`config.mk`:
```
export PLATFORM = sky130hd
export DESIGN_NAME = seq_gen_arbiter
export DESIGN_NICKNAME = d
export VERILOG_FILES = /design/src/rtl/seq_gen_arb_pkg.sv /design/src/rtl/seq_gen_arbiter_rr_picker.sv /design/src/rtl/seq_gen_arbiter.sv
export SDC_FILE = /design/constraint.sdc
export NUM_CORES = 1
export LEC_CHECK = 0
export CORE_ASPECT_RATIO = 0.75
export CORE_UTILIZATION = 56
export DETAILED_ROUTE_END_ITERATION = 8
export DONT_BUFFER_PORTS = 1
export PLACE_DENSITY = 0.71
export SLEW_MARGIN = 25
export SYNTH_ARGS = -nofsm -noshare
export SYNTH_HDL_FRONTEND = slang
export SYNTH_SLANG_ARGS = --single-unit
```
`constraint.sdc`:
```
create_clock -name clk_w -period 3.9 [get_ports clk_w]
set_input_delay 0.585 -clock clk_w [delete_from_list [all_inputs] [get_ports clk_w]]
set_output_delay 0.585 -clock clk_w [all_outputs]
set_load 0.02 [all_outputs]
```
`src/rtl/seq_gen_arb_pkg.sv`:
```
// rtl/seq_gen_arb_pkg.sv - shared types and default parameters for seq_gen_arbiter
package seq_gen_arb_pkg;

   localparam int DEF_NUM_REQ = 4;
   localparam int DEF_DATA_W  = 32;
   localparam int DEF_LEN_W   = 8;

   typedef enum logic {
      ARB_IDLE   = 1'b0,
      ARB_STREAM = 1'b1
   } arb_state_t;

endpackage

```
`src/rtl/seq_gen_arbiter_rr_picker.sv`:
```
// rtl/seq_gen_arbiter_rr_picker.sv - combinational round-robin selector (module rr_picker)
// Picks the first eligible index at or after ptr_i, wrapping modulo N.
module rr_picker #(
   parameter int N     = 4,
   parameter int PTR_W = $clog2(N)
) (
   input  logic [N-1:0]     eligible_i,
   input  logic [PTR_W-1:0] ptr_i,
   output logic [N-1:0]     winner_o,
   output logic             any_o
);

   always_comb begin
      logic             found;
      logic [PTR_W-1:0] idx;
      winner_o = '0;
      found    = 1'b0;
      idx      = '0;
      for (int i = 0; i < N; i++) begin
         idx = PTR_W'((int'(ptr_i) + i) % N);
         if (!found && eligible_i[idx]) begin
            winner_o[idx] = 1'b1;
            found         = 1'b1;
         end
      end
      any_o = found;
   end

endmodule

```
`src/rtl/seq_gen_arbiter.sv`:
```
// rtl/seq_gen_arbiter.sv - round-robin burst arbiter sharing one seq_generator
// Optional SEQ_GEN_ARB_ABORT_EN adds abort_i_w to cut a burst short.
module seq_gen_arbiter
   import seq_gen_arb_pkg::*;
#(
   parameter int NUM_REQ = DEF_NUM_REQ,
   parameter int DATA_W  = DEF_DATA_W,
   parameter int LEN_W   = DEF_LEN_W
) (
   input  logic                     clk_w,
   input  logic                     reset_n_w,
   input  logic [NUM_REQ-1:0]       req_i_w,
   input  logic [NUM_REQ*LEN_W-1:0] len_i_w,
   output logic [NUM_REQ-1:0]       gnt_o_w,
   output logic                     gen_rst_o_w,
   output logic                     gen_en_o_w,
   input  logic [DATA_W-1:0]        gen_seq_i_w,
   output logic [DATA_W-1:0]        data_o_w,
   output logic                     valid_o_w,
   input  logic                     ready_i_w,
`ifdef SEQ_GEN_ARB_ABORT_EN
   input  logic                     abort_i_w,
`endif
   output logic                     last_o_w,
   output logic                     done_o_w
);

   localparam int PTR_W = $clog2(NUM_REQ);

   arb_state_t         state_q, state_d;
   logic [NUM_REQ-1:0] gnt_q, gnt_d;
   logic [LEN_W-1:0]   len_q, len_d;
   logic [LEN_W-1:0]   beat_q, beat_d;
   logic [PTR_W-1:0]   rr_ptr_q, rr_ptr_d;
   logic               done_q, done_d;

   logic [NUM_REQ-1:0] eligible;
   logic [NUM_REQ-1:0] winner;
   logic               any_elig;
   logic [LEN_W-1:0]   win_len;
   logic [PTR_W-1:0]   gnt_idx;
   logic [PTR_W-1:0]   next_ptr;
   logic               hs;
   logic               last_beat;
   logic               abort;

`ifdef SEQ_GEN_ARB_ABORT_EN
   assign abort = abort_i_w;
`else
   assign abort = 1'b0;
`endif

   // Zero-length requests are filtered out here so they can never win.
   always_comb begin
      eligible = '0;
      win_len  = '0;
      gnt_idx  = '0;
      for (int k = 0; k < NUM_REQ; k++) begin
         eligible[k] = req_i_w[k] && (len_i_w[k*LEN_W +: LEN_W] != '0);
         if (winner[k]) win_len = win_len | len_i_w[k*LEN_W +: LEN_W];
         if (gnt_q[k])  gnt_idx = PTR_W'(k);
      end
   end

   rr_picker #(.N(NUM_REQ), .PTR_W(PTR_W)) u_rr_picker (
      .eligible_i (eligible),
      .ptr_i      (rr_ptr_q),
      .winner_o   (winner),
      .any_o      (any_elig)
   );

   assign next_ptr  = (gnt_idx == PTR_W'(NUM_REQ - 1)) ? '0 : gnt_idx + PTR_W'(1);
   assign hs        = (state_q == ARB_STREAM) && ready_i_w;
   assign last_beat = (beat_q == len_q - LEN_W'(1));

   always_ff @(posedge clk_w or negedge reset_n_w) begin
      if (!reset_n_w) begin
         state_q  <= ARB_IDLE;
         gnt_q    <= '0;
         len_q    <= '0;
         beat_q   <= '0;
         rr_ptr_q <= '0;
         done_q   <= 1'b0;
      end else begin
         state_q  <= state_d;
         gnt_q    <= gnt_d;
         len_q    <= len_d;
         beat_q   <= beat_d;
         rr_ptr_q <= rr_ptr_d;
         done_q   <= done_d;
      end
   end

   always_comb begin
      state_d  = state_q;
      gnt_d    = gnt_q;
      len_d    = len_q;
      beat_d   = beat_q;
      rr_ptr_d = rr_ptr_q;
      done_d   = 1'b0;
      case (state_q)
         ARB_IDLE: begin
            if (any_elig) begin
               state_d = ARB_STREAM;
               gnt_d   = winner;
               len_d   = win_len;
               beat_d  = '0;
            end
         end
         ARB_STREAM: begin
            // Abort wins over a coincident handshake; both end the burst the same way.
            if (abort || (hs && last_beat)) begin
               state_d  = ARB_IDLE;
               gnt_d    = '0;
               done_d   = 1'b1;
               rr_ptr_d = next_ptr;
            end else if (hs) begin
               beat_d = beat_q + LEN_W'(1);
            end
         end
         default: state_d = ARB_IDLE;
      endcase
   end

   always_comb begin
      gen_rst_o_w = (state_q == ARB_IDLE);
      valid_o_w   = (state_q == ARB_STREAM);
      gen_en_o_w  = (state_q == ARB_STREAM) && ready_i_w;
      last_o_w    = (state_q == ARB_STREAM) && last_beat && !abort;
      gnt_o_w     = gnt_q;
      done_o_w    = done_q;
      data_o_w    = gen_seq_i_w;
   end

endmodule

```
---- Word level (Yosys, flattened, before mapping) ----
Cells that the tools add are included.
Widths: inputs -> output; s select.
cells by class
  multiply operators ...................... 0
  reduce and logical (&&, ||, !) cells .... 25
  shifts and indexed selects .............. 0
  divide/modulo/power cells ............... 0
  add/subtract/negate cells ............... 6
  $lt $le $gt $ge ......................... 8
  bitwise operators ....................... 7
  eq/ne operators ......................... 6
  mux-type cells .......................... 44
operators with widths
  cell                 number
  $mux 8               7
  $reduce_bool 8->1    4
  $mux 4               6
  $or 8x8->8           3
  $mux 1               17
  $pmux 8 s2           1
  $logic_and 1x1->1    14
  $lt 2x3->1 const B   4
  $or 4x4->4           3
  $add 8x1->8 const B  1
  $bmux 1 s2           4
  $demux 1 s2          4
  $eq 8x8->1           1
  $ge 2x1->1 const B   4
  $pmux 4 s2           1
  $sub 8x1->8 const B  1
  $mux 2               3
  $ne 2x1->1 const B   3
  $reduce_and 2->1     3
  $add 2x1->2 const B  2
  $add 2x2->2 const B  2
  $logic_not 1->1      3
  $reduce_and 3->1     1
  $eq 2x2->1 const B   1
  3 further kinds      3
storage, ports and cells
  output and inout port bits .............. 41
  memory bits (writable) .................. 0
  latch bits .............................. 0
  logic and storage cells ................. 102
  flip-flop bits (word level) ............. 24
  bits of input ports ..................... 71
  memories kept ........................... 0
  memory bits (read-only) ................. 0

---- Depth between registers and ports, before layout ----
Gate-level depths: netlist (run 1).
  word-level depth ........................ 21
  depth in mapped cells ................... 9
  mapped depth without buffers ............ 9

---- Cells and area by module ----
Synthesis (run 1) repeated with hierarchy kept, for this count alone.
unflattened totals
  cell total of the unflattened synthesis .. 271
  area total of the unflattened synthesis .. 2,304.7 um^2
modules (own cells, without submodules)
  module           sequential area each (um^2)  cells an instance  instances  area each (um^2)
  seq_gen_arbiter  600.6                        209                1          1,810.5
  rr_picker        0.0                          62                 1          494.2

---- Worst setup path before layout (run 1) ----
OpenSTA, ideal clock, no wires.
  kind .................................... input to register
  start ................................... input port len_i_w[12]
  end ..................................... register len_q[0]
  arrival time ............................ 2.619 ns
  cell stages on the path ................. 7
  data required time ...................... 3.758 ns
  setup time .............................. 0.142 ns
  slack ................................... 1.139 ns
  buffers on the path ..................... 0
  cell sequence ........................... or4_1 o21a_1 mux4_1 nand2_2 a21oi_4 a2111oi_2 a32oi_1
between the ends
  word-level cells in the longest chain between the ends .. 21
  elaborated cells on any way between the ends .. 35
  classes of those cells .................. mux (20); bitwise (6); reduce/logical (9)
RTL lines
  element                       RTL line                         source
  start: declaration            seq_gen_arbiter.sv:13            input logic [NUM_REQ*LEN_W-1:0] len_i_w,
  $reduce_bool 8->1 *           seq_gen_arbiter.sv:59            eligible[k] = req_i_w[k] && (len_i_w[k*LEN_W +: LEN_W] != '0);
  $logic_and 1x1->1 *           seq_gen_arbiter.sv:59
  $bmux 1 s2                    seq_gen_arbiter_rr_picker.sv:21  if (!found && eligible_i[idx]) begin
  $mux 1 (implied by the code)  seq_gen_arbiter_rr_picker.sv:21
  $mux 1                        seq_gen_arbiter_rr_picker.sv:21
  $logic_not 1->1               seq_gen_arbiter_rr_picker.sv:21
  $logic_and 1x1->1             seq_gen_arbiter_rr_picker.sv:21
  $mux 1                        seq_gen_arbiter_rr_picker.sv:21
  (+5 left out)                 -
  $mux 4                        seq_gen_arbiter_rr_picker.sv:21
  $mux 8                        seq_gen_arbiter.sv:60            if (winner[k]) win_len = win_len | len_i_w[k*LEN_W +: LEN_W];
  $or 8x8->8                    seq_gen_arbiter.sv:60
  $mux 8                        seq_gen_arbiter.sv:60
  $or 8x8->8                    seq_gen_arbiter.sv:60
  $mux 8                        seq_gen_arbiter.sv:60
  $or 8x8->8                    seq_gen_arbiter.sv:60
  $mux 8                        seq_gen_arbiter.sv:60
  end signal: assignment        seq_gen_arbiter.sv:87            len_q <= len_d;
  end: declaration              seq_gen_arbiter.sv:32            logic [LEN_W-1:0] len_q, len_d;
Mark *: on every way between the ends. The rest lies on a longest branch, timed or not. The select of a mux whose other input is x is not followed.
A chain may end at the register's enable or synchronous reset.

---- Worst setup path in the final report (run 1) ----
  start ................................... register len_q[2]
  end ..................................... output port last_o_w
between the ends
  word-level cells in the longest chain between the ends .. 3
RTL lines
  element            RTL line                source
  $sub 8x1->8        seq_gen_arbiter.sv:74   assign last_beat = (beat_q == len_q - LEN_W'(1));
  $eq 8x8->1         seq_gen_arbiter.sv:74
  $logic_and 1x1->1  seq_gen_arbiter.sv:129  last_o_w = (state_q == ARB_STREAM) && last_beat && !abort;
  end: declaration   seq_gen_arbiter.sv:24   output logic last_o_w,
Every way passes these cells.

==> results_dict.tcl, run 1 <==
set metrics [dict create \
    synthFlopType "dfrtp_1" \
    cts_setup_buffers 0 \
    synth_cell_types 56 \
    antenna_left 0 \
    drc_errors 0 \
    max_freq_mhz 301.4 \
    design.portCount 112 \
    post-place-ws_ps 738.5 \
    sequentialPowerShare_pct 29.1 \
    pwr-share-comb_pct 57.3 \
    slowest_stage "or4_1" \
    routed_wl_um 7778 \
    start_util_pct 59.66 \
    grt_pass1_vias 2383 \
    power_density_mw_per_mm2 631.7 \
    die_w_um 82.59 \
    coreArea_mm2 0.004572 \
    drtIter0Drc 254 \
    netlist_area_mm2 0.002728 \
    synth_nets 395 \
    synth_edf_count 0 \
    cts.sinks 24 \
    hp-class "in2async" \
    cts-resized-gates 0 \
    grt_max_degree 25 \
    drv_slew 0 \
    rsz0062_at_grt "false" \
    gp_congestion 0.9650 \
    crit_arrival_ps 2730 \
    critPathLaunchType "flip-flop" \
    avgSynthCellArea_um2 8.687 \
    path_clk_slew_ps 90 \
    cts_hold_buf 1 \
    cts_tree "yes" \
    p_int_uw 857.0 \
    ys_ff_latch 24 \
    async_flop_share_pct 100.0 \
    ys_seq_area_share_pct 22.02 \
    antenna_found_initial 0 \
    clkPwrFrac_pct 13.5 \
    vias_per_cell 7.704 \
    clockBufferDepth 2 \
    fin_worst_skew_ps 4.822 \
    crit_path_cell_trace "or4_1, or3_1, a211oi_1, o21ba_1, nor3_1" \
    yosysTopAreaCellShare_pct 22.02 \
    outcome "completed" \
    cts_inserted_buffers 3 \
    worstSetupEndpointType "primary output" \
    tns_ps 0 \
    ir_drop_uv 351.2 \
    crit_type "reg2out" \
    grt_usage_pct 30.12 \
    ys_warn_count 0 \
    whs_ps 104.8 \
    layout-drive-gt1-share_pct 13.31 \
    diodes 0 \
    grt_pass1_wl_um 11830 \
    io_buffers 0 \
    relSlewSlack_pct 51.42 \
    htreeDepth 1 \
    hpwl_um 5676 \
    fin_ws_ps 581.9 \
    leakagePower_nw 0.8994 \
    worst_pin_slew_ps 728.7 \
    crit_buf_inv 0 \
    vias 2581 \
    grt-ovfl-total 0 \
    synthCells 314 \
    post-synth-top-count-cell "buf_4" \
    path_delay_family "simple AND/OR/NAND/NOR gates" \
    wire_per_inst_um 23.22 \
    slowest_delay_ps 550 \
    synthTopCellsByArea "dfrtp_1, buf_4, a22oi_1" \
    clock-root-buffer "clkbuf_8" \
    finalCritPeriodShare_pct 85.08 \
    p_sw_share_pct 48.10 \
    ys_top_cells_by_count "buf_4, nand2_1, a22oi_1, dfrtp_1, o21ai_0" \
    fin_crit_ps 3318 \
    std_cell_rows 21 \
    die_h_um 62.44 \
    maxCapViolCount 0 \
    p_total_mw 1.651 \
    crit_required_ps 3310 \
    firstDrtPassIters 5 \
    area_growth_pct -4.174 \
    p_switching_uw 794.2 \
    synth_top_cell_by_area "dfrtp_1" \
    cp_max_fo 7 \
    setup_viol 0 \
    fin_nets 360 \
    report.final.hold_viol_count 0 \
    clk-insertion-delay-late_ps 280 \
    dieArea_mm2 0.005157 \
]
[stage by stage]
stage | instances | area [um^2] | util, %
floorplan | 314 | 2728 | -
global placement | 330 | 2522 | 55.17
detailed placement | 330 | 2522 | 55.17
CTS | 335 | 2614 | 57.17
global route | 335 | 2614 | 57.17
finish | 335 | 2614 | 57.17
[placed cells by master, fill, tap and decap left out, types with 3 or more instances in the layout]
master / synthesis / final
nand2_1: 32 / 32
a22oi_1: 25 / 25
dfrtp_1: 24 / 24
o21ai_0: 16 / 16
inv_1: 12 / 12
a21oi_1: 12 / 12
nor2_1: 11 / 11
a221oi_1: 10 / 10
ha_1: 10 / 10
xnor2_1: 9 / 9
or4_1: 9 / 9
nand3_1: 8 / 8
a2111oi_2: 7 / 7
a31oi_1: 6 / 6
nor3_1: 4 / 4
o31ai_1: 4 / 4
and2_1: 4 / 4
and3_2: 4 / 4
mux4_2: 4 / 4
o2bb2ai_1: 4 / 4
and3_1: 4 / 4
o211ai_1: 4 / 4
xor2_1: 3 / 3
nor4_1: 3 / 3
or3_1: 3 / 3
o21a_1: 3 / 3
a21oi_4: 3 / 3
a32oi_1: 3 / 3
clkbuf_8: 0 / 3
buf_4: 33 / 3
[power by group through the flow]
stage,logic (mW),clock network [mW],registers [mW]
after floorplan,0.804,0,0.443
after global placement,0.893,0,0.484
after detailed placement,0.911,0,0.484
after CTS,0.926,0.225,0.480
after global routing,1.03,0.236,0.494
final,0.947,0.223,0.481
[cell type report]
class / instances / area (um^2)
Clock buffer: 3 / 41.29
Clock inverter: 1 / 30.03
Fill cell: 426 / 1958
Inverter: 12 / 45.04
Multi-Input combinational cell: 234 / 1783
Sequential cell: 24 / 600.6
Tap cell: 57 / 71.32
Timing Repair Buffer: 4 / 42.54
[kinds of logic (layout without fill, tap and decap cells)]
| kind of cell | after synthesis | count (layout) | synth area share (%) |
|---|---|---|---|
| mux | 8 | 8 | 5.551 |
| fa+ha+maj | 10 | 10 | 4.587 |
| buf+inv | 56 | 20 | 12.61 |
| xor+xnor | 12 | 12 | 3.854 |
| simple gates | 89 | 89 | 16.97 |
| flops | 24 | 24 | 22.02 |
| compound gates | 115 | 115 | 34.40 |
[final timing paths]
path                                               from                     to  slack [ps]  depth (start not counted)
worst max-delay path               len_q[2]$_DFFE_PN0P_               last_o_w         580                          5
worst min-delay path                          reset_n_w  beat_q[4]$_DFFE_PN0P_         100                          1
worst max register to register  rr_ptr_q[0]$_DFFE_PN0P_   len_q[0]$_DFFE_PN0P_         810                          7
worst min register to register    beat_q[3]$_DFFE_PN0P_  beat_q[3]$_DFFE_PN0P_         560                          1
max in group asynchronous                     reset_n_w  beat_q[2]$_DFFE_PN0P_        3640                          1
min in group clk_w                          len_i_w[28]   len_q[4]$_DFFE_PN0P_         530                          2
[layer usage]
layer  GRT usage (%)  share of wire (%)
met1           44.41                 42
met2           42.05                 42
met3           7.737                 13
met4           10.78                3.3
met5               0                  0
[state kept, by name, indices dropped and copies added, names as in the netlist]
name / flops
rr_ptr_q: 2
len_q: 8
gnt_o_w: 4
valid_o_w: 1
done_o_w: 1
beat_q: 8
Note: power is estimated with default switching activity, not from simulation.
==> inputs of run 2 (changes only) <==
Settings changed: CORE_MARGIN from default to 2, CORE_UTILIZATION 56 to 50, PLACE_DENSITY 0.71 to default.
==> results_dict.tcl, run 2 (synthesized netlist as in run 1, its figures left out) <==
set metrics [dict create \
    outcome "completed" \
    vias_per_cell 6.958 \
    relSlewSlack_pct 55.56 \
    grt_pass1_wl_um 12350 \
    design.portCount 112 \
    die_w_um 89.29 \
    worst_pin_slew_ps 661.5 \
    crit_arrival_ps 2740 \
    gp_congestion 0.9317 \
    reg2regPathDepth 7 \
    grt_pass1_vias 2312 \
    io_buffers 0 \
    rsz0062_at_grt "false" \
    std_cell_rows 23 \
    worstSetupEndpointType "primary output" \
    path_clk_slew_ps 80 \
    cts_setup_buffers 0 \
    crit_required_ps 3310 \
    finalCritPeriodShare_pct 85.16 \
    wire_per_inst_um 21.26 \
    dieArea_mm2 0.006068 \
    vias 2456 \
    coreArea_mm2 0.005295 \
    max_freq_mhz 301.1 \
    fin_ws_ps 578.8 \
    power_density_mw_per_mm2 618.0 \
    rrSetupSlack_ps 870 \
    antenna_found_initial 0 \
    leakagePower_nw 0.8994 \
    reg2reg_to "len_q[3]$_DFFE_PN0P_" \
    die_h_um 67.97 \
    fin_crit_ps 3321 \
    layout-drive-gt1-share_pct 13.31 \
    hp-class "in2async" \
    report.final.hold_viol_count 0 \
    clk-insertion-delay-late_ps 270 \
    setup_viol 0 \
    clockBufferDepth 2 \
    cts-resized-gates 0 \
    post-place-ws_ps 778.2 \
    cts_tree "yes" \
    grt-ovfl-total 0 \
    layout_common_cells "nand2_1, a22oi_1, dfrtp_1, o21ai_0" \
    routed_wl_um 7506 \
    grt_max_degree 25 \
    drc_errors 0 \
    diodes 0 \
    antenna_left 0 \
    ir_drop_uv 393.6 \
    critPathLaunchType "flip-flop" \
    fin_nets 360 \
    tns_ps 0 \
    firstDrtPassIters 5 \
    hpwl_um 5762 \
    r2r-start "rr_ptr_q[0]$_DFFE_PN0P_" \
    cts_inserted_buffers 3 \
    htreeDepth 1 \
    grt_usage_pct 26.36 \
    maxCapViolCount 0 \
    whs_ps 119.8 \
    utilization_pct 49.79 \
    area_growth_pct -3.349 \
    drv_slew 0 \
    final_common_cell "nand2_1" \
    start_util_pct 51.51 \
    fin_worst_skew_ps 2.343 \
    cp_max_fo 7 \
    cts.sinks 24 \
    crit_type "reg2out" \
    clock-root-buffer "clkbuf_8" \
    drtIter0Drc 285 \
]
==> run 2: area by class of cell <==
cell class,instances,area [um^2]
tap,75,93.84
clock inverter,1,30.03
multi-input combinational,234,1783
clock buffer,3,41.29
timing repair buffer,4,42.54
inverter,12,45.04
sequential,24,600.6
fill,520,2659
==> run 2: per-stage QoR <==
step / instances / area (um^2) / power (mW)
floorplan: 314 / 2728 / 1.247
global placement: 348 / 2545 / 1.388
detailed placement: 348 / 2545 / 1.393
CTS: 353 / 2636 / 1.626
global route: 353 / 2636 / 1.787
finish: 353 / 2636 / 1.629
==> run 2: worst max path at each step <==
| stage | start | endpoint |
|---|---|---|
| 2_1_floorplan | len_i_w[12] | len_q[0]$_DFFE_PN0P_ |
| 3_3_place_gp | len_i_w[12] | len_q[0]$_DFFE_PN0P_ |
| 3_5_place_dp | len_i_w[12] | len_q[0]$_DFFE_PN0P_ |
| 4_1_cts | len_q[2]$_DFFE_PN0P_ | last_o_w |
| 5_1_grt | len_q[2]$_DFFE_PN0P_ | last_o_w |
| 6_report | len_q[2]$_DFFE_PN0P_ | last_o_w |
==> run 2: power breakdown <==
part / leakage (nW) / internal [mW] / switching (mW) / total, mW
clock: 0.0357 / 0.137 / 0.0805 / 0.218
sequential: 0.303 / 0.336 / 0.146 / 0.482
combinational: 0.560 / 0.384 / 0.545 / 0.929
total: 0.899 / 0.857 / 0.772 / 1.63
==> run 2: critical path, stage by stage (launching register included) <==
cell,delay [ps]
dfrtp_1,450
or4_1,550
or3_1,310
a211oi_1,410
o21ba_1,230
nor3_1,520
==> run 2: routing by layer <==
metal	vias up	GRT usage (%)	part of all wire, %
met2	142	37.59	42
met1	1176	39.97	45
met5	-	0	0
li1	1119	-	-
met3	19	6.996	12
met4	0	4.664	1.1
==> run 2: what timing repair did <==
| item | 4_1_cts | 5_1_grt |
|---|---|---|
| hold buffers | 1 | 0 |
| hold endpoints to repair | 24 | 0 |
| setup endpoints to repair | 0 | 0 |
==> inputs of run 3 (changes only) <==
--- a/config.mk
+++ b/config.mk
@@ -7,5 +7,5 @@
 export LEC_CHECK = 0
-export CORE_ASPECT_RATIO = 0.75
+export CORE_ASPECT_RATIO = 1.2
 export CORE_MARGIN = 2
-export CORE_UTILIZATION = 50
+export CORE_UTILIZATION = 45
 export DETAILED_ROUTE_END_ITERATION = 8
--- a/constraint.sdc
+++ b/constraint.sdc
@@ -3,2 +3,2 @@
 set_output_delay 0.585 -clock clk_w [all_outputs]
-set_load 0.02 [all_outputs]
+set_load 0.1 [all_outputs]
==> results_dict.tcl, run 3 (synthesized netlist as in run 1, its figures left out) <==
set metrics [dict create \
    coreArea_mm2 0.005934 \
    dieArea_mm2 0.006703 \
    p_switching_uw 892.5 \
    outcome "completed" \
    antenna_left 0 \
    maxCapViolCount 0 \
    fin_worst_skew_ps 0.9104 \
    cts_setup_buffers 0 \
    crit_path_cell_trace "or4_1, or3_1, a211oi_1, o21ba_1, nor3_4, buf_4" \
    drc_errors 0 \
    vias_per_cell 6.734 \
    setup_viol 0 \
    wire_per_inst_um 20.98 \
    leakagePower_nw 0.9133 \
    crit_required_ps 3310 \
    fin_nets 364 \
    grt_usage_pct 23.52 \
    cp_max_fo 7 \
    pwr-share-comb_pct 58.0 \
    slowest_stage "or4_1" \
    ir_drop_uv 405.6 \
    path_delay_family "simple AND/OR/NAND/NOR gates" \
    final_cell_area_mm2 0.002670 \
    fin_ws_ps 756.5 \
    grt_pass1_vias 2340 \
    clock-root-buffer "clkbuf_8" \
    cts_inserted_buffers 3 \
    slowest_delay_ps 560 \
    clkPwrFrac_pct 10.1 \
    max_freq_mhz 318.1 \
    drv_slew 0 \
    hp-class "in2async" \
    multiInputGateArea_mm2 0.001794 \
    cts.sinks 24 \
    p_int_uw 817.9 \
    routed_wl_um 7636 \
    grt_pass1_wl_um 11940 \
    area_growth_pct -2.110 \
    vias 2451 \
    post-place-ws_ps 834.0 \
    fillers 576 \
    htreeDepth 1 \
    diodes 0 \
    sequentialPowerShare_pct 31.8 \
    worst_pin_slew_ps 964.3 \
    antenna_found_initial 0 \
    drtIter0Drc 214 \
    p_sw_share_pct 52.18 \
    rsz0062_at_grt "false" \
    std_cell_rows 31 \
    final-instance-count-excl-fill 364 \
    layout_common_cells "nand2_1, a22oi_1, dfrtp_1, o21ai_0" \
    dp.cells 359 \
    finalCritPeriodShare_pct 80.60 \
    crit_arrival_ps 2560 \
    grt-ovfl-total 0 \
    hpwl_um 5812 \
    io_buffers 0 \
    final_common_cell "nand2_1" \
    clk-insertion-delay-late_ps 270 \
    layout.area.seq_um2 600.6 \
    layout-drive-gt1-share_pct 14.89 \
    fin_crit_ps 3143 \
    tns_ps 0 \
    crit_buf_inv 1 \
    die_w_um 75.07 \
    crit_type "reg2out" \
    worstSetupEndpointType "primary output" \
    placed_area_mm2 0.002595 \
    whs_ps 110.8 \
    report.final.hold_viol_count 0 \
    design.portCount 112 \
    cts_tree "yes" \
    critPathLaunchType "flip-flop" \
    gp_congestion 0.9424 \
    clockBufferDepth 2 \
    power_density_mw_per_mm2 640.6 \
    die_h_um 89.29 \
    grt_max_degree 25 \
    firstDrtPassIters 6 \
    start_util_pct 45.96 \
    relSlewSlack_pct 35.72 \
    path_clk_slew_ps 90 \
]
## run 3: cell count changes in the layout (fill, tap and decap cells not counted)
| cell | previous run | this run |
|---|---|---|
| buf_4 | 3 | 7 |
| nor3_1 | 4 | 3 |
| bufinv_16 | 1 | 0 |
| nor3_4 | 0 | 1 |
| clkbuf_8 | 3 | 4 |
## run 3: final timing paths
check / start / to / slack (ps) / cells past startpoint
hold reg to reg: beat_q[3]$_DFFE_PN0P_ / beat_q[3]$_DFFE_PN0P_ / 530 / 1
setup reg to reg: rr_ptr_q[1]$_DFFE_PN0P_ / len_q[6]$_DFFE_PN0P_ / 1040 / 7
max in group asynchronous: reset_n_w / beat_q[4]$_DFFE_PN0P_ / 3640 / 1
hold / removal: reset_n_w / done_o_w$_DFF_PN0_ / 110 / 1
min in group clk_w: len_i_w[5] / len_q[5]$_DFFE_PN0P_ / 530 / 2
setup / recovery: len_q[2]$_DFFE_PN0P_ / last_o_w / 760 / 6
## run 3: layer usage
metal  GRT usage (%)  up-vias  wire [um]
li1                -     1127          -
met1           30.29     1139       3090
met2           35.25      154       3505
met3           7.554       31        765
met4           11.69        0        276
met5               0        -          0
## run 3: power groups by stage
stage / logic [mW] / registers [mW] / clock network, mW
after floorplan: 0.932 / 0.528 / 0
after global placement: 0.967 / 0.551 / 0
after detailed placement: 0.968 / 0.551 / 0
after CTS: 0.981 / 0.546 / 0.179
after global routing: 1.09 / 0.564 / 0.188
final: 0.993 / 0.545 / 0.173
## run 3: final cells by class
cell class	count	share of cell area [%]
Clock buffer	4	2.062
Multi-Input combinational cell	234	67.20
Tap cell	82	3.843
Timing Repair Buffer	8	2.718
Sequential cell	24	22.49
Inverter	12	1.687
## run 3: through the flow
step	util [%]	total power [mW]
2_1_floorplan	-	1.460
3_3_place_gp	43.73	1.518
3_5_place_dp	43.73	1.519
4_1_cts	44.99	1.706
5_1_grt	44.99	1.845
6_report	44.99	1.710
## run 3: what timing repair did
item | in CTS | in global routing
endpoints found under the hold margin | 24 | 0
resized for setup | 0 | 0
hold buffers | 1 | 0
endpoints found under the setup margin | 0 | 0
